## src/rtl/y86_pkg.sv

```systemverilog
// y86_pkg: shared constants for the Y86-64 pipeline.
//   - instruction codes (I_HALT..I_POPQ)
//   - ALU select encodings
//   - status codes
//   - the "no register" id
//   - condition-code function codes for jXX/cmovXX
package y86_pkg;

  localparam int unsigned W_DEF          = 64;
  localparam int unsigned STACK_STEP_DEF = 8;
  localparam logic [3:0]  RNONE_DEF      = 4'hF;

  // Instruction codes
  localparam logic [3:0] I_HALT   = 4'h0;
  localparam logic [3:0] I_NOP    = 4'h1;
  localparam logic [3:0] I_RRMOVQ = 4'h2;  // also cmovXX
  localparam logic [3:0] I_IRMOVQ = 4'h3;
  localparam logic [3:0] I_RMMOVQ = 4'h4;
  localparam logic [3:0] I_MRMOVQ = 4'h5;
  localparam logic [3:0] I_OPQ    = 4'h6;
  localparam logic [3:0] I_JXX    = 4'h7;
  localparam logic [3:0] I_CALL   = 4'h8;
  localparam logic [3:0] I_RET    = 4'h9;
  localparam logic [3:0] I_PUSHQ  = 4'hA;
  localparam logic [3:0] I_POPQ   = 4'hB;

  // OPq function codes
  localparam logic [3:0] F_ADD = 4'h0;
  localparam logic [3:0] F_SUB = 4'h1;
  localparam logic [3:0] F_AND = 4'h2;
  localparam logic [3:0] F_XOR = 4'h3;

  // ALU select as seen on the alu_sel port
  typedef enum logic [1:0] {
    ALU_AND = 2'b00,
    ALU_XOR = 2'b01,
    ALU_ADD = 2'b10,
    ALU_SUB = 2'b11   // p - q
  } alu_sel_e;

  // Status codes
  localparam logic [2:0] STAT_AOK = 3'd1;
  localparam logic [2:0] STAT_HLT = 3'd2;
  localparam logic [2:0] STAT_ADR = 3'd3;
  localparam logic [2:0] STAT_INS = 3'd4;

  // Condition function codes (shared by jXX and cmovXX)
  localparam logic [3:0] C_YES = 4'h0;
  localparam logic [3:0] C_LE  = 4'h1;
  localparam logic [3:0] C_L   = 4'h2;
  localparam logic [3:0] C_E   = 4'h3;
  localparam logic [3:0] C_NE  = 4'h4;
  localparam logic [3:0] C_GE  = 4'h5;
  localparam logic [3:0] C_G   = 4'h6;

endpackage

```

## src/rtl/cond_eval.sv

```systemverilog
// cond_eval: combinational jXX/cmovXX condition evaluator.
// Ports:
//   cc   in  3  condition codes {ZF,SF,OF}
//   ifun in  4  condition function code
//   cnd  out 1  condition holds
module cond_eval
  import y86_pkg::*;
(
  input  logic [2:0] cc,
  input  logic [3:0] ifun,
  output logic       cnd
);

  logic zf, sf, of;
  assign zf = cc[2];
  assign sf = cc[1];
  assign of = cc[0];

  always_comb begin
    case (ifun)
      C_YES:   cnd = 1'b1;
      C_LE:    cnd = (sf ^ of) | zf;
      C_L:     cnd = sf ^ of;
      C_E:     cnd = zf;
      C_NE:    cnd = ~zf;
      C_GE:    cnd = ~(sf ^ of);
      C_G:     cnd = ~(sf ^ of) & ~zf;
      default: cnd = 1'b0;
    endcase
  end

endmodule

```

## src/rtl/execute_stage.sv

```systemverilog
// execute_stage: Y86-64 execute stage wrapped around an external 64-bit ALU.
// Drives the ALU from the decode bundle, owns the condition-code register,
// evaluates jXX/cmovXX conditions and registers the E/M bundle behind a
// valid/ready handshake.
// Ports:
//   clk, rst_n                 clock, async active-low reset
//   in_valid/in_ready          decode-side handshake
//   in_stat..in_dstM           decode bundle
//   flush                      squash registered bundle, accept nothing
//   cc_inhibit                 block CC writes (downstream exception)
//   alu_sel/alu_p/alu_q        ALU drive
//   alu_r/alu_ofw              ALU result and signed overflow
//   out_valid/out_ready        memory-side handshake
//   e_stat..e_dstM             registered E/M bundle
//   cc                         condition codes {ZF,SF,OF}
module execute_stage
  import y86_pkg::*;
#(
  parameter int unsigned W          = W_DEF,
  parameter int unsigned STACK_STEP = STACK_STEP_DEF,
  parameter logic [3:0]  RNONE      = RNONE_DEF
) (
  input  logic         clk,
  input  logic         rst_n,
  input  logic         in_valid,
  output logic         in_ready,
  input  logic [2:0]   in_stat,
  input  logic [3:0]   in_icode,
  input  logic [3:0]   in_ifun,
  input  logic [W-1:0] in_valA,
  input  logic [W-1:0] in_valB,
  input  logic [W-1:0] in_valC,
  input  logic [3:0]   in_dstE,
  input  logic [3:0]   in_dstM,
  input  logic         flush,
  input  logic         cc_inhibit,
  output logic [1:0]   alu_sel,
  output logic [W-1:0] alu_p,
  output logic [W-1:0] alu_q,
  input  logic [W-1:0] alu_r,
  input  logic         alu_ofw,
  output logic         out_valid,
  input  logic         out_ready,
  output logic [2:0]   e_stat,
  output logic [3:0]   e_icode,
  output logic         e_cnd,
  output logic [W-1:0] e_valE,
  output logic [W-1:0] e_valA,
  output logic [3:0]   e_dstE,
  output logic [3:0]   e_dstM,
  output logic [2:0]   cc
);

  localparam logic [W-1:0] STEP = W'(STACK_STEP);

  // Registered state
  logic         out_valid_q, out_valid_d;
  logic [2:0]   e_stat_q,    e_stat_d;
  logic [3:0]   e_icode_q,   e_icode_d;
  logic         e_cnd_q,     e_cnd_d;
  logic [W-1:0] e_valE_q,    e_valE_d;
  logic [W-1:0] e_valA_q,    e_valA_d;
  logic [3:0]   e_dstE_q,    e_dstE_d;
  logic [3:0]   e_dstM_q,    e_dstM_d;
  logic [2:0]   cc_q,        cc_d;

  logic         accept;
  logic         cnd;
  logic [W-1:0] alu_a, alu_b;
  alu_sel_e     sel;

  // ---------------- ALU drive ----------------
  // NOTE: every signal written in always_comb gets a default first so no path leaves it unassigned (no latch).
  always_comb begin
    alu_a = '0;
    alu_b = '0;
    case (in_icode)
      I_RRMOVQ, I_OPQ:             alu_a = in_valA;
      I_IRMOVQ, I_RMMOVQ, I_MRMOVQ: alu_a = in_valC;
      I_CALL, I_PUSHQ:             alu_a = '0 - STEP;
      I_RET, I_POPQ:               alu_a = STEP;
      default:                     alu_a = '0;
    endcase
    case (in_icode)
      I_RMMOVQ, I_MRMOVQ, I_OPQ, I_CALL, I_RET, I_PUSHQ, I_POPQ: alu_b = in_valB;
      default:                                                   alu_b = '0;
    endcase
  end

  always_comb begin
    sel = ALU_ADD;
    if (in_icode == I_OPQ) begin
      case (in_ifun)
        F_SUB:   sel = ALU_SUB;
        F_AND:   sel = ALU_AND;
        F_XOR:   sel = ALU_XOR;
        default: sel = ALU_ADD;
      endcase
    end
  end

  assign alu_sel = sel;
  assign alu_p   = alu_b;
  assign alu_q   = alu_a;

  // Condition uses the registered cc, i.e. before this instruction's own update.
  cond_eval u_cond_eval (
    .cc   (cc_q),
    .ifun (in_ifun),
    .cnd  (cnd)
  );

  // ---------------- Handshake ----------------
  assign in_ready = !flush && (!out_valid_q || out_ready);
  assign accept   = in_valid && in_ready;

  // ---------------- Next state ----------------
  always_comb begin
    out_valid_d = out_valid_q;
    e_stat_d    = e_stat_q;
    e_icode_d   = e_icode_q;
    e_cnd_d     = e_cnd_q;
    e_valE_d    = e_valE_q;
    e_valA_d    = e_valA_q;
    e_dstE_d    = e_dstE_q;
    e_dstM_d    = e_dstM_q;
    cc_d        = cc_q;

    if (flush) begin
      // Squash to a bubble; flush wins over any incoming bundle.
      out_valid_d = 1'b0;
      e_stat_d    = STAT_AOK;
      e_icode_d   = I_NOP;
      e_cnd_d     = 1'b0;
      e_dstE_d    = RNONE;
      e_dstM_d    = RNONE;
    end else if (accept) begin
      out_valid_d = 1'b1;
      e_stat_d    = in_stat;
      e_icode_d   = in_icode;
      e_cnd_d     = ((in_icode == I_RRMOVQ) || (in_icode == I_JXX)) ? cnd : 1'b0;
      e_valE_d    = alu_r;
      e_valA_d    = in_valA;
      // A not-taken cmov must not write its destination.
      e_dstE_d    = ((in_icode == I_RRMOVQ) && !cnd) ? RNONE : in_dstE;
      e_dstM_d    = in_dstM;
    end else if (out_ready) begin
      out_valid_d = 1'b0;
    end

    // Only architecturally committed OPq instructions update the flags.
    if (accept && (in_icode == I_OPQ) && (in_stat == STAT_AOK) && !cc_inhibit) begin
      cc_d = {(alu_r == '0), alu_r[W-1], alu_ofw};
    end
  end

  // ---------------- State registers ----------------
  // NOTE: sequential state uses non-blocking assignments so every register samples pre-edge values.
  always_ff @(posedge clk or negedge rst_n) begin
    if (!rst_n) begin
      out_valid_q <= 1'b0;
      e_stat_q    <= '0;
      e_icode_q   <= '0;
      e_cnd_q     <= 1'b0;
      e_valE_q    <= '0;
      e_valA_q    <= '0;
      e_dstE_q    <= RNONE;
      e_dstM_q    <= RNONE;
      cc_q        <= 3'b100;
    end else begin
      out_valid_q <= out_valid_d;
      e_stat_q    <= e_stat_d;
      e_icode_q   <= e_icode_d;
      e_cnd_q     <= e_cnd_d;
      e_valE_q    <= e_valE_d;
      e_valA_q    <= e_valA_d;
      e_dstE_q    <= e_dstE_d;
      e_dstM_q    <= e_dstM_d;
      cc_q        <= cc_d;
    end
  end

  assign out_valid = out_valid_q;
  assign e_stat    = e_stat_q;
  assign e_icode   = e_icode_q;
  assign e_cnd     = e_cnd_q;
  assign e_valE    = e_valE_q;
  assign e_valA    = e_valA_q;
  assign e_dstE    = e_dstE_q;
  assign e_dstM    = e_dstM_q;
  assign cc        = cc_q;

endmodule

```

## config.mk

```make
export PLATFORM = sky130hd
export DESIGN_NAME = execute_stage
export DESIGN_NICKNAME = d
export VERILOG_FILES = /design/src/rtl/y86_pkg.sv /design/src/rtl/cond_eval.sv /design/src/rtl/execute_stage.sv
export SDC_FILE = /design/constraint.sdc
export NUM_CORES = 1
export LEC_CHECK = 0
export BUFFER_PORTS_ARGS = -buffer_cell sky130_fd_sc_hd__buf_2
export CAP_MARGIN = 20
export CORE_AREA = 8 8 209 211
export CTS_BUF_LIST = sky130_fd_sc_hd__clkbuf_16
export DETAILED_ROUTE_END_ITERATION = 10
export DIE_AREA = 0 0 217 219
export HOLD_SLACK_MARGIN = 0.08
export PLACE_DENSITY = 0.42
export SKIP_LAST_GASP = 1
export SLEW_MARGIN = 40
export SYNTH_ARGS = -nofsm -noshare
export SYNTH_HDL_FRONTEND = slang
export SYNTH_SLANG_ARGS = --single-unit
```

## constraint.sdc

```tcl
create_clock -name clk -period 3.68 [get_ports clk]
set_input_delay 0.184 -clock clk [delete_from_list [all_inputs] [get_ports clk]]
set_output_delay 0.184 -clock clk [all_outputs]
set_load 0.005 [all_outputs]
```

==> results of run 1 <==
==> worst min-delay path by stage <==
stage	to	depth (start not counted)
after detailed placement	e_valE[46]	1
final	e_icode[2]	3
after global placement	e_valE[41]	1
after floorplan	cc[0]	0
after global routing	e_icode[3]	2
after CTS	e_icode[2]	3
==> sequential cells by signal (all words and copies together), names as in the netlist <==
name,flops
e_dstE,4
e_dstM,4
e_cnd,1
cc,3
out_valid,1
e_valE,64
e_icode,4
e_stat,3
e_valA,64
==> cell type report <==
type / instances / area (um^2) / share of cell area (%)
clock inverters: 15 / 194 / 1.55
well taps: 532 / 666 / 5.31
flip-flops and latches: 148 / 3710 / 29.6
multi-input cells: 600 / 3100 / 24.7
repair buffers: 715 / 4390 / 35.0
inverters: 5 / 18.8 / 0.150
clock buffers: 17 / 425 / 3.39
diodes: 13 / 32.5 / 0.259
==> cells by family after synthesis <==
| kind of cell | after synthesis |
|---|---|
| AOI/OAI and AO/OA | 89 |
| xor gates and xnor gates | 2 |
| buffers and inverters | 64 |
| DFF | 148 |
| muxes | 5 |
| and+or+nand+nor | 504 |
==> placed cells by master, fill, tap and decap left out, drive strengths merged, types with 2 or more instances in the layout <==
| master | instances |
|---|---|
| dfrtp | 139 |
| a221o | 60 |
| a22o | 8 |
| nand4 | 5 |
| mux2 | 3 |
| inv | 11 |
| diode | 13 |
| nor4 | 16 |
| clkinv | 3 |
| nand3 | 3 |
| o22a | 5 |
| dlygate4sd3 | 144 |
| mux2i | 2 |
| dfstp | 9 |
| o21ai | 3 |
| bufinv | 3 |
| clkbuf | 17 |
| nor2b | 66 |
| a21oi | 6 |
| nand2 | 388 |
| clkinvlp | 3 |
| buf | 571 |
| nor4b | 2 |
| nor2 | 17 |
| o2111ai | 2 |
==> Yosys cell counts, types with 4 or more instances <==
library cell and instances:
dfrtp_1 139, dfstp_2 9, a221o_1 60, o22a_1 5
clkbuf_1 18, buf_2 31, nand2_1 388, nor4_1 16
buf_1 4, a22o_1 8, a21oi_1 5, nor2b_1 66
nor2_1 16, nand4_1 5, buf_4 6
==> per-stage QoR <==
step / hold WS, ns / cell area [um^2] / setup slack (ns) / total power [mW] / util, %
6_report: 0.136 / 12500 / 1.13 / 5.08 / 31.1
4_1_cts: 0.112 / 12500 / 0.900 / 5.18 / 30.9
5_1_grt: 0.144 / 12500 / 1.05 / 5.38 / 31.1
2_1_floorplan: -0.112 / 7080 / 2.31 / 2.40 / -
3_5_place_dp: 0.239 / 10400 / 1.37 / 3.11 / 25.8
3_3_place_gp: 0.240 / 10400 / 1.42 / 3.11 / 25.8
==> layer usage <==
| metal | vias to the layer above | part of all wire (%) | track usage [%] |
|---|---|---|---|
| met5 | - | 0.067 | 0 |
| li1 | 4060 | - | - |
| met3 | 91 | 8.7 | 6.31 |
| met1 | 4038 | 36 | 18.7 |
| met4 | 4 | 3.3 | 6.88 |
| met2 | 455 | 51 | 31.0 |
==> critical path: stages <==
cell and delay [ns]:
dlygate4sd3_1 0.55, buf_2 0.18, nor3b_4 0.33, buf_4 0.63
a221o_1 0.29, buf_2 0.13
==> where the power goes <==
part | switching, mW | internal [mW] | total [mW]
Sequential | 0.111 | 1.85 | 1.96
Combinational | 0.637 | 0.599 | 1.24
Clock | 0.805 | 1.08 | 1.89
==> run summary, run 1 <==
Worst Reg-to-Reg Cells = 4
Synth top area share = 49.2%
Initial antenna violation count = 37
Worst Path Arrival = 2.36 ns
Longest Clk Path Bufs = 2
NumNets Final = 1769
Synth Area in Compound Gates = 11.6%
Number of synthesized flops with an enable pin = 0
Leak pwr = 6.81 nW
First-pass GRT wire length = 61800 um
TritonCTS clock tree = yes
Fin crit share = 69.2%
P&R area growth vs syn = 77.2%
Placer congestion estimate = 0.869
Post-Synthesis Cells = 812
Mapped Nets = 1094
CP Max Fanout = 63
Vias in the first global route = 9247
DR vias = 8648
Slew headroom = 49.3%
Total track usage = 17.5%
Max IR drop VDD = 0.313 mV
Total grt overflow = 0
Critical path endpoint category = output pin
Placed instance count = 1855
# hold bufs at CTS = 144
Tmin final = 2.55 ns
H-tree depth = 4
CTS Root Cell = clkbuf_16
Worst Min Path Start = in_icode[2]
Main combinational cell family by area after synthesis = simple AND/OR/NAND/NOR gates
Largest net degree at the start of global routing = 82
Final setup vio count = 0
Post-CTS Resized = 0
Slew Viols, Final = 0
Register area share after synthesis = 52.5%
Final WL = 43500 um
Fmax = 0.393 GHz
Final Hold Viols = 0
Post-synthesis mux area share = 0.813%
Die height = 219 um
Worst path required time = 3.50 ns
Worst Setup EP = alu_q[11]
Area share of and/or/nand/nor cells after synthesis = 30.5%
Initial cell density of the core = 17.5%
Core area = 40400 um^2
I/O pins = 561
R2R Setup Slk = 1.70 ns
#FFs+latches synth = 148
Residual DRC = 0
Worst r2r dst = cc[1]
Synth Cell Area = 7080 um^2
Clock-pin slew on the worst setup and hold paths = 0.07 ns
Synth Area per Inst = 8.71 um^2
Ys async rst share = 100%
TritonCTS sink count = 148
RSZ-0062 raised after global routing = false
Fillers = 4330
Xor and xnor area share after synthesis = 0.248%
Top FF cell, synth = dfrtp_1
Die ar. = 47500 um^2
1st-pass router iterations = 6
Worst-Skew Late Latency = 0.45 ns
Worst Max-Slew Pin Slew = 0.761 ns
PwrDens = 405 nW/um^2
Post-Layout Cell Count = 2045
Yosys top cell by area = dfrtp_1
Worst Hold Class = in2reg
Setup Crit Path Kind = in2out
Postcts setup bufs = 0
DPL Wire Length = 35100 um
I/O Buffers = 560
Antenna Nets Post-Route = 0
Reg2Reg Launch Point = out_valid
Top cells by area, synth = dfrtp_1, nand2_1, a221o_1
Fin Setup TNS = 0 ns
Num rows = 74
Share of layout cells above drive strength 1 = 41.4%
Vias per inst = 4.23
Cts bufs inserted = 17
Status = complete, no violations
Yosys warns = 0
Final setup skew = 0.0102 ns
Distinct cells, synth = 41
Adder-Cell Fraction of Synth Area = 0%
Crit path launch type = primary input
Max cap viols = 0
Crit path launch = in_icode[1]
Die Wd = 217 um
Wire per inst = 21.3 um
Drt initial violations = 454
(Power assumes the default switching activity.)
==> inputs of run 2 (changes only) <==
--- a/config.mk
+++ b/config.mk
@@ -7,10 +7,10 @@
 export LEC_CHECK = 0
 export BUFFER_PORTS_ARGS = -buffer_cell sky130_fd_sc_hd__buf_2
 export CAP_MARGIN = 20
-export CORE_AREA = 8 8 209 211
+export CORE_AREA = 8 8 211 213
 export CTS_BUF_LIST = sky130_fd_sc_hd__clkbuf_16
 export DETAILED_ROUTE_END_ITERATION = 10
-export DIE_AREA = 0 0 217 219
+export DIE_AREA = 0 0 219 221
 export HOLD_SLACK_MARGIN = 0.08
 export PLACE_DENSITY = 0.42
 export SKIP_LAST_GASP = 1
==> constraint.sdc (replaced) <==
create_clock -name clk -period 2.6 [get_ports clk]
set_input_delay 0.13 -clock clk [delete_from_list [all_inputs] [get_ports clk]]
set_output_delay 0.13 -clock clk [all_outputs]
set_load 0.005 [all_outputs]
==> run summary, run 2 (synthesized netlist as in run 1, its figures left out) <==
Status = complete, no violations
Vias per inst = 4.25
Critical Path, Cell by Cell = dlygate4sd3_1 -> buf_2 -> and2b_1 -> a21oi_4 -> buf_4 -> nor2b_1 -> buf_2
Die ar. = 48400 um^2
Sw frac = 31.0%
H-tree depth = 4
PwrDens = 551 nW/um^2
Fin Setup TNS = 0 ns
Antenna Nets Post-Route = 0
DR vias = 8736
Final WS setup = 0.366 ns
Pre-CTS WS = 0.780 ns
Most common cell after layout, fill and taps aside = buf_2
Worst-Skew Late Latency = 0.44 ns
Cts bufs inserted = 17
Worst path required time = 2.47 ns
Most used cell, CP = buf_2
Critical path endpoint category = output pin
Final WL = 43600 um
Cell-internal power = 4.78 mW
Post-place instance area = 10500 um^2
Drt initial violations = 483
CTS Root Cell = clkbuf_16
CP max stage cell = dlygate4sd3_1
Vias in the first global route = 9184
Slowest stage delay, CP = 0.55 ns
Num rows = 75
Initial antenna violation count = 30
Residual DRC = 0
Die Wd = 219 um
Design Area, Final = 12600 um^2
Initial cell density of the core = 17.1%
Leak pwr = 6.81 nW
Final setup skew = 0.00909 ns
Slew Viols, Final = 0
Total power draw = 6.93 mW
Commonest non-fill, non-tap cells in the layout = buf_2, nand2_1, dlygate4sd3_1
Die height = 221 um
RSZ-0062 raised after global routing = false
Worst Path Buf+Inv = 4
Worst Max-Slew Pin Slew = 0.754 ns
Total grt overflow = 0
Final Hold Viols = 0
I/O pins = 561
Placed instance count = 1865
Postcts setup bufs = 0
Hold_ws = 0.116 ns
Comb power frac = 25.6%
Worst Path Arrival = 2.10 ns
P_sw = 2.15 mW
Worst Hold Class = in2reg
Core area = 41300 um^2
Clock-pin slew on the worst setup and hold paths = 0.06 ns
TritonCTS sink count = 148
Crit path launch type = primary input
Final setup vio count = 0
Placer congestion estimate = 0.834
Sequential Power Share = 40.1%
CP Max Fanout = 64
Post-Layout Cell Count = 2057
1st-pass router iterations = 5
Total track usage = 17.3%
Max cap viols = 0
P&R area growth vs syn = 77.5%
NumNets Final = 1773
First-pass GRT wire length = 62500 um
Largest net degree at the start of global routing = 85
Clk network pwr share = 34.2%
Slew headroom = 49.3%
Share of layout cells above drive strength 1 = 41.2%
Max IR drop VDD = 0.432 mV
Tmin final = 2.23 ns
Fmax = 0.448 GHz
Final core occ = 30.4%
Setup Crit Path Kind = in2out
TritonCTS clock tree = yes
I/O Buffers = 560
R2R Setup Slk = 0.75 ns
Wire per inst = 21.2 um
# hold bufs at CTS = 146
DPL Wire Length = 34800 um
Longest Clk Path Bufs = 2
Post-CTS Resized = 0
CP delay by family, top = buffers and inverters
Fin crit share = 85.9%
[run 2: cell count changes in the layout (fill, tap and decap cells not counted), sizes merged]
| cell | previous run | this run |
|---|---|---|
| diode | 13 | 14 |
| bufinv | 3 | 1 |
| buf | 571 | 573 |
| inv | 11 | 9 |
| clkinv | 3 | 6 |
| clkinvlp | 3 | 4 |
| dlygate4sd3 | 144 | 146 |
[run 2: worst register-to-register path, delay by kind of cell, from the launching register on]
kind	cells	cell delay, ns
flops	1	0.36
simple gates	4	0.56
buf+inv	2	0.88
[run 2: worst paths after layout]
| check | end | from | depth (start not counted) |
|---|---|---|---|
| max | alu_p[7] | in_icode[3] | 7 |
| min | e_icode[0] | in_icode[0] | 2 |
| max reg2reg | e_dstM[3] | out_valid | 6 |
| min reg2reg | e_valA[30] | e_valA[30] | 2 |
| max in group asynchronous | cc[2] | rst_n | 3 |
| min in group asynchronous | e_valE[39] | rst_n | 2 |
[run 2: power groups by stage]
stage	clock network, mW	registers, mW	logic [mW]
finish	2.37	2.78	1.77
global route	2.56	2.82	1.97
CTS	2.48	2.78	1.81
detailed placement	0	2.81	1.63
global placement	0	2.81	1.63
floorplan	0	2.84	0.553
[run 2: metal layers]
metal	vias up	share of wire, %	global-route usage (%)
met5	-	0.028	0
met4	2	4.0	9.58
met3	83	8.7	5.35
met2	428	51	30.1
met1	4151	36	18.4
li1	4072	-	-
[run 2: layout make-up]
class / count / area (um^2)
fill: 4465 / 28700
timing repair buffer: 719 / 4470
sequential: 148 / 3710
multi-input combinational: 600 / 3100
tap: 539 / 674
clock buffer: 17 / 425
clock inverter: 15 / 120
antenna: 14 / 35.0
inverter: 5 / 18.8
==> inputs of run 3 (changes only) <==
--- a/config.mk
+++ b/config.mk
@@ -7,12 +7,14 @@
 export LEC_CHECK = 0
 export BUFFER_PORTS_ARGS = -buffer_cell sky130_fd_sc_hd__buf_2
 export CAP_MARGIN = 20
-export CORE_AREA = 8 8 211 213
+export CELL_PAD_IN_SITES_DETAIL_PLACEMENT = 0
+export CELL_PAD_IN_SITES_GLOBAL_PLACEMENT = 1
+export CORE_AREA = 8 8 215 217
 export CTS_BUF_LIST = sky130_fd_sc_hd__clkbuf_16
 export DETAILED_ROUTE_END_ITERATION = 10
-export DIE_AREA = 0 0 219 221
+export DIE_AREA = 0 0 223 225
 export HOLD_SLACK_MARGIN = 0.08
-export PLACE_DENSITY = 0.42
+export PLACE_DENSITY = 0.55
 export SKIP_LAST_GASP = 1
 export SLEW_MARGIN = 40
 export SYNTH_ARGS = -nofsm -noshare
==> run summary, run 3 (synthesized netlist as in run 1, its figures left out) <==
DR vias = 8759
Final Hold Viols = 0
P_sw = 2.16 mW
Placer congestion estimate = 0.998
Worst r2r dst = e_cnd
Sw frac = 30.7%
Clock-pin slew on the worst setup and hold paths = 0.06 ns
I/O pins = 561
Core area = 42700 um^2
Worst Max-Slew Pin Slew = 0.752 ns
H-tree depth = 4
Sequential Power Share = 39.5%
Comb power frac = 25.1%
Max IR drop VDD = 0.437 mV
Vias in the first global route = 9318
Antenna Nets Post-Route = 0
Total track usage = 17.4%
Initial cell density of the core = 16.6%
Met3 Resource Use GR = 5.58%
Residual DRC = 0
Cts bufs inserted = 17
Postcts setup bufs = 0
Die ar. = 50200 um^2
Initial antenna violation count = 48
TritonCTS clock tree = yes
P&R area growth vs syn = 77.6%
First-pass GRT wire length = 64400 um
CP Max Fanout = 63
Final setup vio count = 0
Fmax = 0.427 GHz
Hold_ws = 0.149 ns
Clk network pwr share = 35.3%
DPL Wire Length = 36100 um
Largest net degree at the start of global routing = 104
Worst Reg-to-Reg Cells = 5
NumNets Final = 1771
Cell-internal power = 4.87 mW
GRT Max-Usage Layer = met2
Final setup skew = 0.00763 ns
Longest Clk Path Bufs = 2
R2R Setup Slk = 0.86 ns
Tmin final = 2.34 ns
Total power draw = 7.03 mW
Crit path launch = in_icode[0]
Worst Path Arrival = 2.21 ns
Worst Hold Class = in2reg
Final WL = 45200 um
Drt initial violations = 550
Vias per inst = 4.25
Share of layout cells above drive strength 1 = 41.1%
RSZ-0062 raised after global routing = false
1st-pass router iterations = 7
Slew headroom = 49.8%
Wire per inst = 21.9 um
Post-CTS Resized = 0
Most common cell after layout, fill and taps aside = buf_2
PwrDens = 559 nW/um^2
Commonest non-fill, non-tap cells in the layout = buf_2, nand2_1, dlygate4sd3_1
Max cap viols = 0
Met2 GRT Util = 31.8%
Fillers = 4645
Die height = 225 um
Multi-input logic area = 3100 um^2
Worst path required time = 2.47 ns
CTS Root Cell = clkbuf_16
Die Wd = 223 um
Reg2Reg Launch Point = out_valid
Fin crit share = 90.2%
Met1 Use GR = 18.3%
TritonCTS sink count = 148
Critical path endpoint category = output pin
Setup Crit Path Kind = in2out
I/O Buffers = 560
Fin Setup TNS = 0 ns
Total grt overflow = 0
Worst Setup EP = alu_q[29]
Slew Viols, Final = 0
Crit path launch type = primary input
Storage cell area = 3710 um^2
Leak pwr = 6.81 nW
Num rows = 76
Worst-Skew Late Latency = 0.45 ns
Status = complete, no violations
## run 3: changes by cell type in the layout (fill, tap and decap cells not counted), sizes merged
cell         delta
buf             -3
bufinv          +1
clkinv          +1
clkinvlp        -1
diode           -1
dlygate4sd3     +1
inv             -1
## run 3: timing repair
item                       in CTS  in global routing
hold endpoints to repair      197                  0
hold buffers                  147                  0
setup endpoints to repair       0                  0
## run 3: how the worst min path moves through the flow
stage	start	endpoint	cells past startpoint
4_1_cts	cc_inhibit	cc[2]	5
3_5_place_dp	rst_n	e_valE[37]	1
6_report	cc_inhibit	cc[2]	5
2_1_floorplan	rst_n	cc[0]	0
3_3_place_gp	rst_n	e_valE[37]	1
5_1_grt	cc_inhibit	cc[2]	5
## run 3: power by group through the flow
stage                     clock [mW]  sequential [mW]  combinational, mW
after CTS                       2.59             2.78               1.81
final                           2.48             2.78               1.77
after floorplan                    0             2.84              0.553
after global placement             0             2.80               1.62
after global routing            2.68             2.81               1.96
after detailed placement           0             2.81               1.63
## run 3: routing by layer
| metal | wire length (um) | part of all wire [%] |
|---|---|---|
| met2 | 23600 | 52 |
| met3 | 3410 | 7.5 |
| met5 | 48 | 0.11 |
| met1 | 16600 | 37 |
| met4 | 1540 | 3.4 |
## run 3: metrics by stage
stage,cell area [um^2],utilization (%),worst slack (ns),std cells
2_1_floorplan,7080,-,1.23,812
3_3_place_gp,10500,24.6,0.813,1869
3_5_place_dp,10500,24.6,0.798,1869
4_1_cts,12500,29.4,0.287,2048
5_1_grt,12600,29.4,0.173,2059
6_report,12600,29.4,0.255,2061
## run 3: area by class of cell
cell class | instances | area share, %
sequential | 148 | 29.6
inverter | 5 | 0.149
tap | 546 | 5.44
timing repair buffer | 717 | 35.5
clock inverter | 15 | 1.11
antenna | 13 | 0.259
clock buffer | 17 | 3.38
multi-input combinational | 600 | 24.6
## run 3: worst max-delay path, cell delays in order
cell           delay [ns]
dlygate4sd3_1        0.53
buf_2                0.24
nand2_1              0.15
mux2_4               0.30
nor2_4               0.10
buf_12               0.26
a221o_1              0.26
buf_2                0.13
